### config.mk
export PLATFORM = sky130hd
export DESIGN_NAME = score_display_ctrl
export DESIGN_NICKNAME = d
export VERILOG_FILES = /design/src/rtl/score_display_pkg.sv /design/src/rtl/seg_decoder.sv /design/src/rtl/score_display_ctrl.sv
export SDC_FILE = /design/constraint.sdc
export NUM_CORES = 1
export LEC_CHECK = 0
export CORE_ASPECT_RATIO = 1.4
export CORE_UTILIZATION = 60
export DETAILED_ROUTE_END_ITERATION = 10
export DONT_BUFFER_PORTS = 1
export MAX_ROUTING_LAYER = met4
export PLACE_DENSITY = 0.76
export SLEW_MARGIN = 20
export SYNTH_ARGS = -nofsm -noshare
export SYNTH_HDL_FRONTEND = slang
export SYNTH_SLANG_ARGS = --single-unit
### constraint.sdc
create_clock -name clk_in -period 7.5 [get_ports clk_in]
set_clock_uncertainty 0.15 [all_clocks]
set_input_delay 1.125 -clock clk_in [delete_from_list [all_inputs] [get_ports clk_in]]
set_output_delay 1.125 -clock clk_in [all_outputs]
set_load 0.005 [all_outputs]
### src/rtl/score_display_pkg.sv
// Shared constants, types and helpers for the four-digit scoreboard display.
package score_display_pkg;

    localparam int unsigned NUM_DIGITS = 4;

    // Active-low segment/anode idle values.
    localparam logic [6:0] SEG_OFF = 7'b1111111;
    localparam logic [3:0] AN_OFF  = 4'b1111;

    // Largest displayable score; larger inputs are clamped to this.
    localparam logic [6:0] SCORE_MAX = 7'd99;

    // Blink counter load value: odd states 5, 3, 1 are the off-phases.
    localparam logic [2:0] BLINK_LOAD = 3'd6;

    // Digit slot order; the value doubles as the anode bit position.
    typedef enum logic [1:0] {
        DigRightOnes = 2'd0,
        DigRightTens = 2'd1,
        DigLeftOnes  = 2'd2,
        DigLeftTens  = 2'd3
    } digit_e;

    // Active-low 7-segment pattern, bit 0 = a .. bit 6 = g.
    function automatic logic [6:0] seg_pattern(input logic [3:0] digit);
        logic [6:0] pat;
        case (digit)
            4'd0:    pat = 7'b1000000;
            4'd1:    pat = 7'b1111001;
            4'd2:    pat = 7'b0100100;
            4'd3:    pat = 7'b0110000;
            4'd4:    pat = 7'b0011001;
            4'd5:    pat = 7'b0010010;
            4'd6:    pat = 7'b0000010;
            4'd7:    pat = 7'b1111000;
            4'd8:    pat = 7'b0000000;
            4'd9:    pat = 7'b0010000;
            default: pat = SEG_OFF;
        endcase
        return pat;
    endfunction

    // Blink counter next state: a load beats a coincident tick.
    function automatic logic [2:0] blink_next(input logic [2:0] cur,
                                              input logic       load,
                                              input logic       tick);
        logic [2:0] nxt;
        nxt = cur;
        if (load) begin
            nxt = BLINK_LOAD;
        end else if (tick && (cur != 3'd0)) begin
            nxt = cur - 3'd1;
        end
        return nxt;
    endfunction

endpackage

### src/rtl/seg_decoder.sv
// Combinational BCD digit to active-low 7-segment decoder with blanking.
module seg_decoder
    import score_display_pkg::*;
(
    input  logic [3:0] digit_i,
    input  logic       blank_i,
    output logic [6:0] seg_o
);

    // Blank wins; non-decimal codes also decode to all segments off.
    always_comb begin
        seg_o = SEG_OFF;
        if (!blank_i) begin
            seg_o = seg_pattern(digit_i);
        end
    end

endmodule

### src/rtl/score_display_ctrl.sv
// Scoreboard display controller: scans two 0-99 scores over four multiplexed
// common-anode digits with anti-ghost blanking, change blink and game-over flash.
module score_display_ctrl
    import score_display_pkg::*;
#(
    parameter int unsigned CLK_HZ       = 100_000_000,
    parameter int unsigned SCAN_DIV     = 125_000,
    parameter int unsigned BLANK_CYCLES = 2_000,
    parameter int unsigned BLINK_FRAMES = 50
) (
    input  logic       clk_in,
    input  logic       reset,
    input  logic [6:0] score_left,
    input  logic [6:0] score_right,
    input  logic       game_over,
    output logic [3:0] an,
    output logic [6:0] seg,
    output logic       dp
);

    localparam int unsigned ScanW  = (SCAN_DIV > 1) ? $clog2(SCAN_DIV) : 1;
    localparam int unsigned FrameW = (BLINK_FRAMES > 1) ? $clog2(BLINK_FRAMES) : 1;

    localparam logic [ScanW-1:0]  ScanLast  = ScanW'(SCAN_DIV - 1);
    localparam logic [ScanW-1:0]  BlankEnd  = ScanW'(BLANK_CYCLES);
    localparam logic [FrameW-1:0] FrameLast = FrameW'(BLINK_FRAMES - 1);

    // The blank window must leave part of each slot lit, and a slot can be no
    // longer than one second of clock.
    if ((BLANK_CYCLES >= SCAN_DIV) || (SCAN_DIV > CLK_HZ)) begin : g_param_check
        $error("score_display_ctrl: BLANK_CYCLES must be < SCAN_DIV <= CLK_HZ");
    end

    // Scan and blink timing state.
    logic [ScanW-1:0]  scan_cnt_q, scan_cnt_d;
    digit_e            digit_idx_q, digit_idx_d;
    logic [FrameW-1:0] frame_cnt_q, frame_cnt_d;
    logic              phase_q, phase_d;

    // Frame-latched scores and per-player blink counters.
    logic [6:0] lat_left_q, lat_left_d;
    logic [6:0] lat_right_q, lat_right_d;
    logic [2:0] blink_left_q, blink_left_d;
    logic [2:0] blink_right_q, blink_right_d;

    // Registered pin drivers.
    logic [3:0] an_q, an_d;
    logic [6:0] seg_q, seg_d;
    logic       dp_q, dp_d;

    logic       scan_wrap;
    logic       frame_end;
    logic       blink_tick;
    logic [6:0] clamp_left;
    logic [6:0] clamp_right;
    logic       load_left;
    logic       load_right;

    logic       sel_left;
    logic       sel_tens;
    logic [6:0] sel_val;
    logic [2:0] sel_blink;
    logic [3:0] tens_digit;
    logic [3:0] ones_digit;
    logic [3:0] dec_digit;
    logic       in_blank;
    logic       go_blank;
    logic       dec_blank;
    logic [6:0] dec_seg;

    // Slot, frame and blink-tick boundaries.
    always_comb begin
        scan_wrap  = (scan_cnt_q == ScanLast);
        frame_end  = scan_wrap && (digit_idx_q == DigLeftTens);
        blink_tick = frame_end && (frame_cnt_q == FrameLast);
    end

    // Clamp inputs and detect a change against the latched score at frame end.
    always_comb begin
        clamp_left  = (score_left > SCORE_MAX) ? SCORE_MAX : score_left;
        clamp_right = (score_right > SCORE_MAX) ? SCORE_MAX : score_right;
        load_left   = frame_end && (clamp_left != lat_left_q);
        load_right  = frame_end && (clamp_right != lat_right_q);
    end

    // Next state for the scan sequencer, frame counter and blink phase.
    always_comb begin
        scan_cnt_d  = scan_wrap ? '0 : scan_cnt_q + 1'b1;
        digit_idx_d = digit_idx_q;
        frame_cnt_d = frame_cnt_q;
        phase_d     = phase_q ^ blink_tick;

        if (scan_wrap) begin
            unique case (digit_idx_q)
                DigRightOnes: digit_idx_d = DigRightTens;
                DigRightTens: digit_idx_d = DigLeftOnes;
                DigLeftOnes:  digit_idx_d = DigLeftTens;
                DigLeftTens:  digit_idx_d = DigRightOnes;
                default:      digit_idx_d = DigRightOnes;
            endcase
        end

        if (frame_end) begin
            frame_cnt_d = (frame_cnt_q == FrameLast) ? '0 : frame_cnt_q + 1'b1;
        end
    end

    // Scores only move at frame end so a frame never shows a mix of old and new.
    always_comb begin
        lat_left_d    = frame_end ? clamp_left : lat_left_q;
        lat_right_d   = frame_end ? clamp_right : lat_right_q;
        blink_left_d  = blink_next(blink_left_q, load_left, blink_tick);
        blink_right_d = blink_next(blink_right_q, load_right, blink_tick);
    end

    // Select the current digit's player, split to decimal and decide blanking.
    always_comb begin
        sel_left   = (digit_idx_q == DigLeftOnes) || (digit_idx_q == DigLeftTens);
        sel_tens   = (digit_idx_q == DigLeftTens) || (digit_idx_q == DigRightTens);
        sel_val    = sel_left ? lat_left_q : lat_right_q;
        sel_blink  = sel_left ? blink_left_q : blink_right_q;
        tens_digit = 4'(sel_val / 7'd10);
        ones_digit = 4'(sel_val % 7'd10);
        dec_digit  = sel_tens ? tens_digit : ones_digit;
        go_blank   = game_over && phase_q;
        dec_blank  = go_blank || sel_blink[0] || (sel_tens && (tens_digit == 4'd0));
    end

    seg_decoder u_seg_decoder (
        .digit_i (dec_digit),
        .blank_i (dec_blank),
        .seg_o   (dec_seg)
    );

    // Anodes stay off at the start of each slot so segment changes never ghost.
    always_comb begin
        in_blank = (scan_cnt_q < BlankEnd);
        an_d     = AN_OFF;
        seg_d    = dec_seg;
        dp_d     = 1'b1;

        if (!in_blank) begin
            unique case (digit_idx_q)
                DigRightOnes: an_d = 4'b1110;
                DigRightTens: an_d = 4'b1101;
                DigLeftOnes:  an_d = 4'b1011;
                DigLeftTens:  an_d = 4'b0111;
                default:      an_d = AN_OFF;
            endcase
            // Separator dot sits after the left ones digit.
            dp_d = !((digit_idx_q == DigLeftOnes) && !go_blank);
        end
    end

    // State and output registers.
    always_ff @(posedge clk_in or posedge reset) begin
        if (reset) begin
            scan_cnt_q    <= '0;
            digit_idx_q   <= DigRightOnes;
            frame_cnt_q   <= '0;
            phase_q       <= 1'b0;
            lat_left_q    <= '0;
            lat_right_q   <= '0;
            blink_left_q  <= '0;
            blink_right_q <= '0;
            an_q          <= AN_OFF;
            seg_q         <= SEG_OFF;
            dp_q          <= 1'b1;
        end else begin
            scan_cnt_q    <= scan_cnt_d;
            digit_idx_q   <= digit_idx_d;
            frame_cnt_q   <= frame_cnt_d;
            phase_q       <= phase_d;
            lat_left_q    <= lat_left_d;
            lat_right_q   <= lat_right_d;
            blink_left_q  <= blink_left_d;
            blink_right_q <= blink_right_d;
            an_q          <= an_d;
            seg_q         <= seg_d;
            dp_q          <= dp_d;
        end
    end

    always_comb begin
        an  = an_q;
        seg = seg_q;
        dp  = dp_q;
    end

endmodule

**Yosys cells after proc, flatten, opt, wreduce, memory -nomap -nowiden**

Memories as Yosys holds them, arrays and structs flattened.
Cells that the tools add are included.

- Add/subtract/negate cells: 4
- Multipliers: 0
- Div/mod/pow operators: 2
- Order comparisons: 3
- Equal/unequal tests: 7
- Shifts and indexed selects: 0
- Mux-type cells: 16
- Bitwise gates (word level): 1
- Reduce and logical (&&, ||, !) cells: 21

Operators by type and width:

| cell | count |
|---|---|
| $mux 7 | 4 |
| $add 17x1->17 const B | 1 |
| $eq 17x17->1 const B | 1 |
| $lt 17x11->1 const B | 1 |
| $mux 17 | 1 |
| $pmux 4 s4 | 1 |
| $gt 7x7->1 const B | 2 |
| $ne 7x7->1 | 2 |
| $mux 3 | 4 |
| $logic_and 1x1->1 | 9 |
| $mux 4 | 2 |
| $pmux 2 s4 | 1 |
| $div 7x4->7 const B | 1 |
| $mod 7x4->7 const B | 1 |
| $add 6x1->6 const B | 1 |
| $eq 6x6->1 const B | 1 |
| $mux 6 | 1 |
| $reduce_bool 3->1 | 2 |
| $sub 3x1->3 const B | 2 |
| $eq 2x2->1 const B | 2 |
| $logic_not 4->1 | 1 |
| $logic_or 1x1->1 | 4 |
| $reduce_bool 2->1 | 2 |
| $eq 2x1->1 const B | 1 |
| other kinds (4) | 6 |

- Register bits: 58
- Latch bits: 0
- Memory bits (writable): 0
- ROM bits: 112
- Bits of input ports: 17
- Logic and storage cells: 66
- Memories kept: 1

Memories:

| name | words | bits a word | read ports | clocked after memory_dff | wr ports | RTL line | source |
|---|---|---|---|---|---|---|---|
| (name not given) | 16 | 7 | 1 | 0 | 0 | score_display_pkg.sv:27 | `case (digit)` |

**Depth between registers and ports, before layout**

Gate-level depths: netlist (run 1).

- Depth after elaboration: 8
- Depth in mapped cells: 24
- Mapped depth without buffers: 23

**Hierarchy**

Synthesis (run 1) repeated with hierarchy kept, for this count alone.

- Cell total of the unflattened synthesis: 404
- Area total of the unflattened synthesis: 3692.3 um^2

By module, submodules not included:

| module | times used | cells each | area an instance (um^2) | sequential area each (um^2) |
|---|---|---|---|---|
| score_display_ctrl | 1 | 369 | 3439.5 | 1466.4 |
| seg_decoder | 1 | 35 | 252.7 | 0.0 |

**Worst setup path after synthesis (run 1)**

Ideal clock, no wire load.

- Path type: register -> register
- Start point: register digit_idx_q[0]
- End point: register seg_q[3], in the netlist seg[3]
- Setup time: 0.072 ns
- Arrival: 4.921 ns
- Path slack: 2.357 ns
- Stages on the path, launching flop included: 23
- Clock period less this slack: 5.143 ns
- Path through: dfrtp_1 > inv_1 > ha_1 > buf_6 > nor2_8 > mux2i_4 > inv_2 > ha_1 > or3_1 > o22ai_1 > nor3_2 > o21ai_1 > nand2_1 > a211oi_1 > ha_1 > inv_1 > nor4_1 > o311ai_4 > o21ai_0 > inv_1 > ha_1 > a21o_1 > o21ai_1

- Word-level cells in the longest chain between the ends: 8

RTL lines:

| item | RTL line | source |
|---|---|---|
| start: declaration | score_display_ctrl.sv:36 | `digit_e digit_idx_q, digit_idx_d;` |
| start signal: assignment | score_display_ctrl.sv:159 | `digit_idx_q <= DigRightOnes;` |
| start signal: assignment | score_display_ctrl.sv:171 | `digit_idx_q <= digit_idx_d;` |
| parallel branches: the longest is 7 deep, another holds $mod 7x4->7 | n/a |  |
| $mux 7 (*) | seg_decoder.sv:13 | `if (!blank_i) begin` |
| named net dec_seg[3] | score_display_ctrl.sv:69 | `logic [6:0] dec_seg;` |
| end signal: assignment | score_display_ctrl.sv:179 | `seg_q <= seg_d;` |
| end: declaration | score_display_ctrl.sv:48 | `logic [6:0] seg_q, seg_d;` |

Mark *: on every way through the listed nets, which the timed path passes.
A chain may end at the register's enable or synchronous reset.

**Final worst setup path (run 1)**

Same ends and word-level chain as after synthesis.

==> results of run 1 <==
## through the flow
stage | area, um2 | power, mW | util
after floorplan | 3747 | 0.3294 | -
after global placement | 3810 | 0.3324 | 0.6408
after detailed placement | 3810 | 0.3325 | 0.6408
after CTS | 4024 | 0.6344 | 0.6768
after global routing | 4024 | 0.6495 | 0.6768
final | 4024 | 0.6273 | 0.6768
## area by class of cell
class	count	area share
clock buffer	12	0.04104
tap	70	0.02177
clock inverter	4	0.01213
multi-input combinational	330	0.5420
sequential	58	0.3644
timing repair buffer	2	0.003731
inverter	16	0.01493
## power groups by stage
stage	clock network (mW)	registers (mW)	logic, mW
finish	0.301	0.313	0.0135
CTS	0.307	0.313	0.0140
detailed placement	0	0.319	0.0138
global placement	0	0.319	0.0137
global route	0.321	0.313	0.0160
floorplan	0	0.319	0.0107
## worst max-delay path by stage
stage | to | cells past startpoint
floorplan | seg[3] | 22
global placement | seg[3] | 21
detailed placement | seg[3] | 21
CTS | seg[3] | 21
global route | seg[3] | 21
finish | seg[3] | 21
## state kept, by name (all words and copies together) (netlist names), 2 cells and up
register and count:
blink_right_q 3, an 4, digit_idx_q 2, scan_cnt_q 17, lat_left_q 7, blink_left_q 3, seg 7, frame_cnt_q 6
lat_right_q 7
## kinds of logic after synthesis
| logic type | count (synthesis) |
|---|---|
| flops | 58 |
| xor+xnor | 28 |
| mux | 18 |
| simple gates | 176 |
| fa+ha+maj | 20 |
| compound gates | 88 |
| buf+inv | 24 |
## critical path: stages (launching register included)
cell	delay (ns)
dfrtp_1	0.43
inv_1	0.10
ha_1	0.34
nor2_8	0.34
mux2i_4	0.41
inv_2	0.12
ha_1	0.31
or3_1	0.40
o22ai_1	0.28
nor3_2	0.13
o21ai_1	0.34
nand2_1	0.13
a211oi_1	0.23
ha_1	0.25
inv_1	0.11
nor4_1	0.48
o311ai_4	0.17
o21ai_0	0.47
inv_1	0.16
ha_1	0.33
a21o_1	0.16
o21ai_1	0.12
## layout by cell type (no fill, tap or decap), drive strengths merged, types with 4 or more instances in the layout
master / n
a21o: 5
a21oi: 17
and2: 9
and3: 4
clkbuf: 12
dfrtp: 46
dfstp: 12
ha: 20
inv: 16
mux2: 6
mux2i: 12
nand2: 67
nand3: 20
nand3b: 4
nand4: 4
nor2: 28
nor2b: 6
nor3: 11
nor4: 7
o211ai: 4
o21ai: 29
o22ai: 5
xnor2: 14
xor2: 14
## layer usage
layer,track usage,vias up,routed length [um]
met3,0.05981,13,282
met1,0.3063,1393,3320
met5,-,-,0
li1,-,1474,-
met4,0.1003,0,129
met2,0.4551,60,3918
==> metrics.md, run 1 <==
| Metric | Value |
|---|---|
| Resize count post-CTS | `0` |
| R2r startpoint | `digit_idx_q[0]` |
| Hpwl dp | `roughly 5700 um` |
| Switching Power | `roughly 130 uW` |
| Critical path required time | `approximately 7.6 ns` |
| RePlAce Congestion | `roughly 0.84` |
| Die W | `around 70 um` |
| Cell taking the most area after synthesis | `dfrtp_1` |
| Root Driver | `clkbuf_8` |
| Hold Slack | `0.3487 ns` |
| Max Freq | `165.5 MHz` |
| Max Root-Sink Buffers | `2` |
| N_diodes | `0` |
| Max VDD drop | `roughly 0.13 mV` |
| Setup violators final | `0` |
| Synth Area in Adders | `0.06678` |
| Reg2reg end | `seg[3]` |
| Most frequent cell after synthesis | `nand2_1` |
| Worst skew pair latency | `between 0.3 and 0.4 ns` |
| First-pass GRT wire length | `12,710 um` |
| 1st-pass router iterations | `4` |
| Reg clk slew, reported paths | `0.07 ns` |
| Logic pwr share | `0.021` |
| Worst Path Arrival | `6.15 ns` |
| Row cnt | `33` |
| Core footprint | `5946 um2` |
| Worst Hold Class | `flop to flop` |
| Setup slack, reg-to-reg | `between 1 and 1.5 ns` |
| Post-synthesis sequential area ratio | `0.3913` |
| Setup slack at placement | `1.540 ns` |
| Reg2reg path depth | `21` |
| Residual DRC count | `0` |
| Die Height | `around 96 um` |
| Largest net degree at the start of global routing | `59` |
| Int Power | `496.7 uW` |
| Setup crit start | `digit_idx_q[0]` |
| Cells after Synth | `412` |
| Drt total wl | `7650 um` |
| Hold Path Depth | `1` |
| Final Cycle Share | `0.8054` |
| Yosys top cell area share | `0.3072` |
| Outcome | `complete, no violations` |
| Worst Slack Setup Final | `1.459 ns` |
| RSZ-0062 raised after global routing | `false` |
| Post-route ant nets | `0` |
| CTS Sinks | `58` |
| Clock network power share | `0.479` |
| Die ar. | `approximately 6600 um2` |
| CP startpoint kind | `flop` |
| MaxCap Viol Count | `0` |
| Sequential cell area | `1466 um2` |
| Syn nets | `449` |
| Slew Limit Fails | `0` |
| Grt ovf | `0` |
| Xor/xnor cell area share of the yosys netlist | `0.06544` |
| Placed cells | `476` |
| Mapped Area | `3747 um2` |
| Crit path max fanout | `18` |
| Setup crit end kind | `flop` |
| Iter 0 DRT Violations | `125` |
| Initial antenna violation count | `0` |
| Synth Register Bits | `58` |
| Final worst path period need | `between 6 and 7 ns` |
| Fin cells | `492` |
| Share of cells above drive strength 1 | `0.1209` |
| Area growth, synth to finish | `7.379%` |
| Critical Setup Path Class | `flop to flop` |
| Largest family of logic cells by synthesized area | `simple AND/OR/NAND/NOR gates` |
| Ys async rst share | `1.000` |
| Syn avg cell area | `9.095 um2` |
| Final layout net count | `454` |
| Slew headroom | `0.5023` |
| Leakage power | `1.826 nW` |
| Starting Density | `0.6303` |
| Synth top area cells | `dfrtp_1 (31%), dfstp_2 (8.4%), nand2_1 (6.7%)` |
| Vias per std cell | `between 5 and 6` |
| Cts hold-fix bufs | `0` |
| Seq pwr share | `0.499` |
| Vias in the first global route | `2,846` |
| H-tree Lvls | `3` |
| Routed wirelength normalized by instance count | `15.55 um` |
| Area share of and/or/nand/nor cells after synthesis | `0.2341` |
| Mux cell area share after synthesis | `0.05442` |
| Synth top cells by count | `nand2_1 (67), dfrtp_1 (46), nor2_1 (27)` |
| EDFF count, synth | `0` |
| Num CTS Buffers | `9` |
| Sw frac | `0.2083` |
| All-Layer GR Usage | `0.2696` |
| Vias | `slightly below 3,000` |
| Compound-Gate Fraction of Synth Area | `0.1596` |
| Area of the multi-input gates | `2181 um2` |
| Hold Path Sink | `scan_cnt_q[10]` |
| Most used DFF post-synth | `dfrtp_1` |
| PortBufs | `0` |
| Synth warn | `0` |
| Final hold violation count | `0` |
| Top Ports | `29` |
| Setup Fix Bufs, Post-CTS | `0` |
| CTS tree | `yes` |
| Hold path startpoint | `scan_cnt_q[10]` |
| PD cells | `155.9 nW/um2` |
| Fillers | `504` |
| Worst Max-Slew Pin Slew | `approximately 0.73 ns` |
| Library cells used by synthesis | `62` |
| Setup Total Neg Slack | `0 ns` |
(Power assumes the default switching activity.)
==> run 2, diff against run 1 <==
CORE_UTILIZATION = 58   (was 60)
clock period = 5.04 ns   (was 7.5 ns; I/O delays follow)
==> metrics.md, run 2 (synthesis results as in run 1) <==
| Metric | Value |
|---|---|
| Post-route ant nets | `0 (unchanged)` |
| Fin area | `4243 um2 (was 4024 um2)` |
| Area growth, synth to finish | `13.22% (was 7.379%)` |
| Reg2reg end | `seg[3] (unchanged)` |
| Core footprint | `6211 um2 (was 5946 um2)` |
| Slew headroom | `0.5209 (was 0.5023)` |
| R2r startpoint | `digit_idx_q[0] (unchanged)` |
| Drt total wl | `8283 um (was 7650 um)` |
| Max Root-Sink Buffers | `2 (unchanged)` |
| Final layout net count | `476 (was 454)` |
| Fin cells | `516 (was 492)` |
| Leakage power | `1.938 nW (was 1.826 nW)` |
| PortBufs | `0 (unchanged)` |
| Vias in the first global route | `2,991 (was 2,846)` |
| Largest net degree at the start of global routing | `59 (unchanged)` |
| Slew Limit Fails | `0 (unchanged)` |
| Grt ovf | `0 (unchanged)` |
| CP startpoint kind | `flop (unchanged)` |
| Met3 GRT Util | `0.04772 (was 0.05981)` |
| Root Driver | `clkbuf_8 (unchanged)` |
| MaxCap Viol Count | `0 (unchanged)` |
| Setup crit start | `digit_idx_q[0] (unchanged)` |
| Top Ports | `29 (unchanged)` |
| Fillers | `469 (was 504)` |
| Crit path max fanout | `7 (was 18)` |
| Die Height | `97.11 um (was 95.51 um)` |
| All-Layer GR Usage | `0.2636 (was 0.2696)` |
| RePlAce Congestion | `0.8996 (was 0.8443)` |
| 1st-pass router iterations | `4 (unchanged)` |
| Max Freq | `206.9 MHz (was 165.5 MHz)` |
| Final hold violation count | `0 (unchanged)` |
| Row cnt | `34 (was 33)` |
| PD cells | `214.3 nW/um2 (was 155.9 nW/um2)` |
| H-tree Lvls | `3 (unchanged)` |
| Max FFs per register | `17 (unchanged)` |
| Setup slack at placement | `-0.1350 ns (was 1.540 ns)` |
| Residual DRC count | `0 (unchanged)` |
| Worst Hold Class | `primary input to async pin (was flop to flop)` |
| Die ar. | `6791 um2 (was 6570 um2)` |
| Setup crit end kind | `flop (unchanged)` |
| GRT Max-Usage Layer | `met2 (unchanged)` |
| Met2 global-route usage | `0.4290 (was 0.4551)` |
| CTS Sinks | `58 (unchanged)` |
| Final core occ | `0.6831 (was 0.6768)` |
| Final worst path period need | `4.833 ns (was 6.041 ns)` |
| Vias | `3,133 (was 2,940)` |
| Setup violators final | `0 (unchanged)` |
| Iter 0 DRT Violations | `183 (was 125)` |
| Final Cycle Share | `0.9589 (was 0.8054)` |
| Worst Slack Setup Final | `0.2069 ns (was 1.459 ns)` |
| Most frequent cells in the layout | `nand2_1 (66), dfrtp_1 (46), nor2_1 (27), buf_4 (24), o21ai_0 (23) (was nand2_1 (67), dfrtp_1 (46), nor2_1 (27), o21ai_0 (24))` |
| Reg clk slew, reported paths | `0.08 ns (was 0.07 ns)` |
| Reg2reg path depth | `22 (was 21)` |
| First-pass GRT wire length | `13,830 um (was 12,710 um)` |
| Hpwl dp | `5867 um (was 5730 um)` |
| Die W | `69.94 um (was 68.79 um)` |
| Cts hold-fix bufs | `0 (unchanged)` |
| Share of cells above drive strength 1 | `0.1937 (was 0.1209)` |
| Reg with most FFs | `scan_cnt_q (unchanged)` |
| Vias per std cell | `6.072 (was 5.976)` |
| N_diodes | `0 (unchanged)` |
| Routed wirelength normalized by instance count | `16.05 um (was 15.55 um)` |
| Critical Setup Path Class | `flop to flop (unchanged)` |
| Met1 Usage GRT | `0.3107 (was 0.3063)` |
| Initial antenna violation count | `0 (unchanged)` |
| Starting Density | `0.6033 (was 0.6303)` |
| Commonest non-fill, non-tap cell in the layout | `nand2_1 (unchanged)` |
| Worst Path Arrival | `4.95 ns (was 6.15 ns)` |
| Worst skew pair latency | `0.34 ns (was 0.33 ns)` |
| Worst Max-Slew Pin Slew | `0.7186 ns (was 0.7257 ns)` |
| Setup slack, reg-to-reg | `0.21 ns (was 1.46 ns)` |
| Placed cells | `492 (was 476)` |
| CTS tree | `yes (unchanged)` |
| Hold Slack | `0.3358 ns (was 0.3487 ns)` |
| Critical path required time | `5.16 ns (was 7.61 ns)` |
| Max VDD drop | `0.3230 mV (was 0.1261 mV)` |
| Num CTS Buffers | `9 (unchanged)` |
| Outcome | `complete, no violations (unchanged)` |
| Dpl cell area | `3924 um2 (was 3810 um2)` |
## run 2: cell count changes in the layout (fill, tap and decap cells not counted), sizes merged
| cell | previous run | this run |
|---|---|---|
| inv | 16 | 17 |
| clkbuf | 12 | 9 |
| buf | 2 | 24 |
| clkinvlp | 0 | 2 |
## run 2: through the flow
stage                     power (mW)  TNS (ns)
final                         0.9093         0
after global routing          0.9415  -0.01816
after CTS                     0.9174         0
after detailed placement      0.4950   -0.3463
after global placement        0.4944         0
after floorplan               0.4902         0
## run 2: layout make-up
cell class / instances / area (um2) / share of cell area
multi-input combinational: 330 / 2253 / 0.5311
sequential: 58 / 1466 / 0.3456
timing repair buffer: 24 / 180.2 / 0.04247
clock buffer: 9 / 123.9 / 0.02919
tap: 72 / 90.09 / 0.02123
clock inverter: 7 / 68.82 / 0.01622
inverter: 16 / 60.06 / 0.01416
## run 2: timing repair
item / 4_1_cts / 5_1_grt
pin swaps: 1 / 5
buffers inserted: 1 / 7
gates resized for setup: 3 / 12
setup endpoints to repair: 5 / 7
## run 2: worst max path at each step
| stage | to | slack, ns | cells after the start |
|---|---|---|---|
| after floorplan | seg[3] | 0.08 | 23 |
| after global placement | seg[3] | 0.08 | 22 |
| after detailed placement | seg[3] | -0.13 | 22 |
| after CTS | seg[3] | 0.01 | 22 |
| after global routing | seg[3] | -0.02 | 22 |
| final | seg[3] | 0.21 | 22 |
## run 2: critical path: stages (launching register included)
cell and delay, ns:
dfrtp_1 0.40, inv_1 0.10, ha_2 0.23, nor2_8 0.18
mux2i_4 0.26, inv_2 0.06, ha_2 0.19, or3_1 0.38
o22ai_2 0.26, o22ai_2 0.12, o21a_2 0.18, nor3_2 0.16
a211oi_2 0.06, ha_2 0.21, o311a_1 0.11, a211o_1 0.26
o311ai_4 0.36, mux2i_2 0.31, nand2_2 0.11, inv_1 0.10
ha_1 0.25, a21o_1 0.17, o21ai_1 0.13
## run 2: power by group
| group | internal [mW] | switching, mW | total [mW] |
|---|---|---|---|
| combinational | 0.00526 | 0.0151 | 0.0203 |
| sequential | 0.466 | 0 | 0.466 |
| clock | 0.227 | 0.196 | 0.423 |
| total | 0.698 | 0.211 | 0.909 |
## run 2: routing by layer
| metal | wire length [um] | vias up | share of wire |
|---|---|---|---|
| met5 | 0 | - | 0 |
| met2 | 4208 | 58 | 0.51 |
| met1 | 3578 | 1521 | 0.43 |
| li1 | - | 1527 | - |
| met4 | 283 | 0 | 0.034 |
| met3 | 212 | 27 | 0.026 |
==> run 3, diff against run 2 <==
RECOVER_POWER = 100   (was not set)
==> metrics.md, run 3 (synthesis results as in run 1) <==
| Metric | Value |
|---|---|
| Most used cell, CP | `ha_2 (unchanged)` |
| Final layout net count | `476 (unchanged)` |
| Met3 wire len | `230 um (was 212 um)` |
| Hold Slack | `0.3491 ns (was 0.3358 ns)` |
| Critical Setup Path Class | `flop to flop (unchanged)` |
| Met2 wire length | `4215 um (was 4208 um)` |
| Critical path's largest stage delay | `0.40 ns (about the same)` |
| Max VDD drop | `0.3231 mV (was 0.3230 mV)` |
| Worst Hold Class | `flop to flop (was primary input to async pin)` |
| Fin area | `4229 um2 (was 4243 um2)` |
| Critical path required time | `5.16 ns (about the same)` |
| Vias in the first global route | `2,991 (unchanged)` |
| Setup slack at placement | `-0.1350 ns (unchanged)` |
| Worst Slack Setup Final | `0.2063 ns (was 0.2069 ns)` |
| Crit path max-delay family | `compound AO/OA/AOI/OAI gates (unchanged)` |
| Cts hold-fix bufs | `0 (unchanged)` |
| Num CTS Buffers | `9 (unchanged)` |
| H-tree Lvls | `3 (unchanged)` |
| CTS tree | `yes (unchanged)` |
| Vias | `3,135 (was 3,133)` |
| Setup violators final | `0 (unchanged)` |
| Leakage power | `1.926 nW (was 1.938 nW)` |
| Hpwl dp | `5867 um (unchanged)` |
| PortBufs | `0 (unchanged)` |
| N_diodes | `0 (unchanged)` |
| Most frequent cells in the layout | `nand2_1 (66), dfrtp_1 (46), nor2_1 (27), o21ai_0 (23), buf_4 (22) (was nand2_1 (66), dfrtp_1 (46), nor2_1 (27), buf_4 (24), o21ai_0 (23))` |
| 1st-pass router iterations | `4 (unchanged)` |
| Metal-1 WL | `3555 um (was 3578 um)` |
| Final core occ | `0.6809 (was 0.6831)` |
| First-pass GRT wire length | `13,830 um (unchanged)` |
| Worst Max-Slew Pin Slew | `3.015 ns (was 0.7186 ns)` |
| Dpl cell area | `3924 um2 (unchanged)` |
| Die W | `69.94 um (unchanged)` |
| Vias per std cell | `6.076 (was 6.072)` |
| Worst Path Arrival | `4.95 ns (about the same)` |
| Residual DRC count | `0 (unchanged)` |
| Slew headroom | `-1.010 (was 0.5209)` |
| Slew Limit Fails | `59 (was 0)` |
| Failing checks | `capacitance limit, slew limit` |
| Total power | `907.3 uW (was 909.3 uW)` |
| Outcome | `finished, violations left (was complete, no violations)` |
| CTS Sinks | `58 (unchanged)` |
| MaxCap Viol Count | `1 (was 0)` |
| All-Layer GR Usage | `0.2636 (unchanged)` |
| Drt total wl | `8285 um (was 8283 um)` |
| Area growth, synth to finish | `12.85% (was 13.22%)` |
| Worst path cell trace | `inv_1 > ha_2 > nor2_8 > mux2i_4 > inv_2 > ha_2 > or3_1 > o22ai_2 > o22ai_2 > o21a_2 > nor3_2 > a211oi_2 > ha_2 > o311a_1 > a211o_1 > o311ai_4 > mux2i_2 > nand2_2 > inv_1 > ha_1 > a21o_1 > o21ai_1 (unchanged)` |
| Final Cycle Share | `0.9591 (was 0.9589)` |
| Crit path max fanout | `7 (unchanged)` |
| CP bufs+invs | `3 (unchanged)` |
| Core footprint | `6211 um2 (unchanged)` |
| Die Height | `97.11 um (unchanged)` |
| Largest net degree at the start of global routing | `59 (unchanged)` |
| Root Driver | `clkbuf_8 (unchanged)` |
| Starting Density | `0.6033 (unchanged)` |
| Die ar. | `6791 um2 (unchanged)` |
| Grt ovf | `0 (unchanged)` |
| Final worst path period need | `4.834 ns (was 4.833 ns)` |
| Commonest non-fill, non-tap cell in the layout | `nand2_1 (unchanged)` |
| Slowest CP cell | `dfrtp_1 (unchanged)` |
| Top sig layer | `met4 (unchanged)` |
| Setup crit end kind | `flop (unchanged)` |
| PD cells | `214.5 nW/um2 (was 214.3 nW/um2)` |
| Reg with most FFs | `scan_cnt_q (unchanged)` |
| Worst skew pair latency | `0.34 ns (about the same)` |
| CP startpoint kind | `flop (unchanged)` |
| Max Freq | `206.9 MHz (about the same)` |
| Max FFs per register | `17 (unchanged)` |
| Reg clk slew, reported paths | `0.07 ns (was 0.08 ns)` |
| Post-route ant nets | `0 (unchanged)` |
| Share of cells above drive strength 1 | `0.1824 (was 0.1937)` |
| Final hold violation count | `0 (unchanged)` |
| RePlAce Congestion | `0.8996 (unchanged)` |
| Row cnt | `34 (unchanged)` |
| Routed wirelength normalized by instance count | `16.06 um (was 16.05 um)` |
| Fillers | `474 (was 469)` |
| Top Ports | `29 (unchanged)` |
| Iter 0 DRT Violations | `187 (was 183)` |
| Initial antenna violation count | `0 (unchanged)` |
| Max Root-Sink Buffers | `2 (unchanged)` |
==> run 3: cell types whose count changed in the layout (fill, tap and decap cells not counted) <==
cell,change
and2_0,+4
inv_1,+1
nor4_2,-1
buf_4,-2
dfstp_2,-1
and2_1,-4
inv_2,-1
nor4_1,+1
dfstp_1,+1
clkbuf_1,+2
==> run 3: layer usage <==
layer / up-vias / GRT usage
met5: - / -
met4: 0 / 0.1338
met3: 27 / 0.04772
met2: 61 / 0.4290
met1: 1521 / 0.3107
li1: 1526 / -
==> run 3: power by group <==
| part | internal [mW] | total (mW) | switching (mW) |
|---|---|---|---|
| Combinational | 0.00485 | 0.0199 | 0.0151 |
| Sequential | 0.466 | 0.466 | 0 |
| Clock | 0.227 | 0.422 | 0.195 |
| Total | 0.698 | 0.907 | 0.210 |
==> run 3: path summary, 6_finish.rpt <==
kind | from | endpoint | slack [ns] | cells after the start
setup / recovery | digit_idx_q[0] | seg[3] | 0.21 | 22
min in group asynchronous | reset | lat_right_q[6] | 1.30 | 2
hold / removal | scan_cnt_q[10] | scan_cnt_q[10] | 0.35 | 1
max in group asynchronous | reset | lat_left_q[1] | 1.73 | 2
setup reg to reg | digit_idx_q[0] | seg[3] | 0.21 | 22
hold reg to reg | scan_cnt_q[10] | scan_cnt_q[10] | 0.35 | 1
==> run 3: timing repair <==
item / 4_1_cts / 5_1_grt
setup endpoints to repair: 5 / 7
resized for setup: 3 / 12
pin swaps: 1 / 5
buffers inserted: 1 / 7
==> run 3: cell type report <==
cell class / instances / area [um2] / area share
Multi-Input combinational cell: 330 / 2247 / 0.5314
Sequential cell: 58 / 1466 / 0.3467
Timing Repair Buffer: 24 / 172.7 / 0.04083
Clock buffer: 9 / 123.9 / 0.02929
Tap cell: 72 / 90.09 / 0.02130
Clock inverter: 7 / 68.82 / 0.01627
Inverter: 16 / 60.06 / 0.01420
==> run 3: through the flow <==
stage	setup TNS (ns)	std cells
2_1_floorplan	0	412
3_3_place_gp	0	492
3_5_place_dp	-0.3463	492
4_1_cts	0	509
5_1_grt	-0.01816	516
6_report	0	516
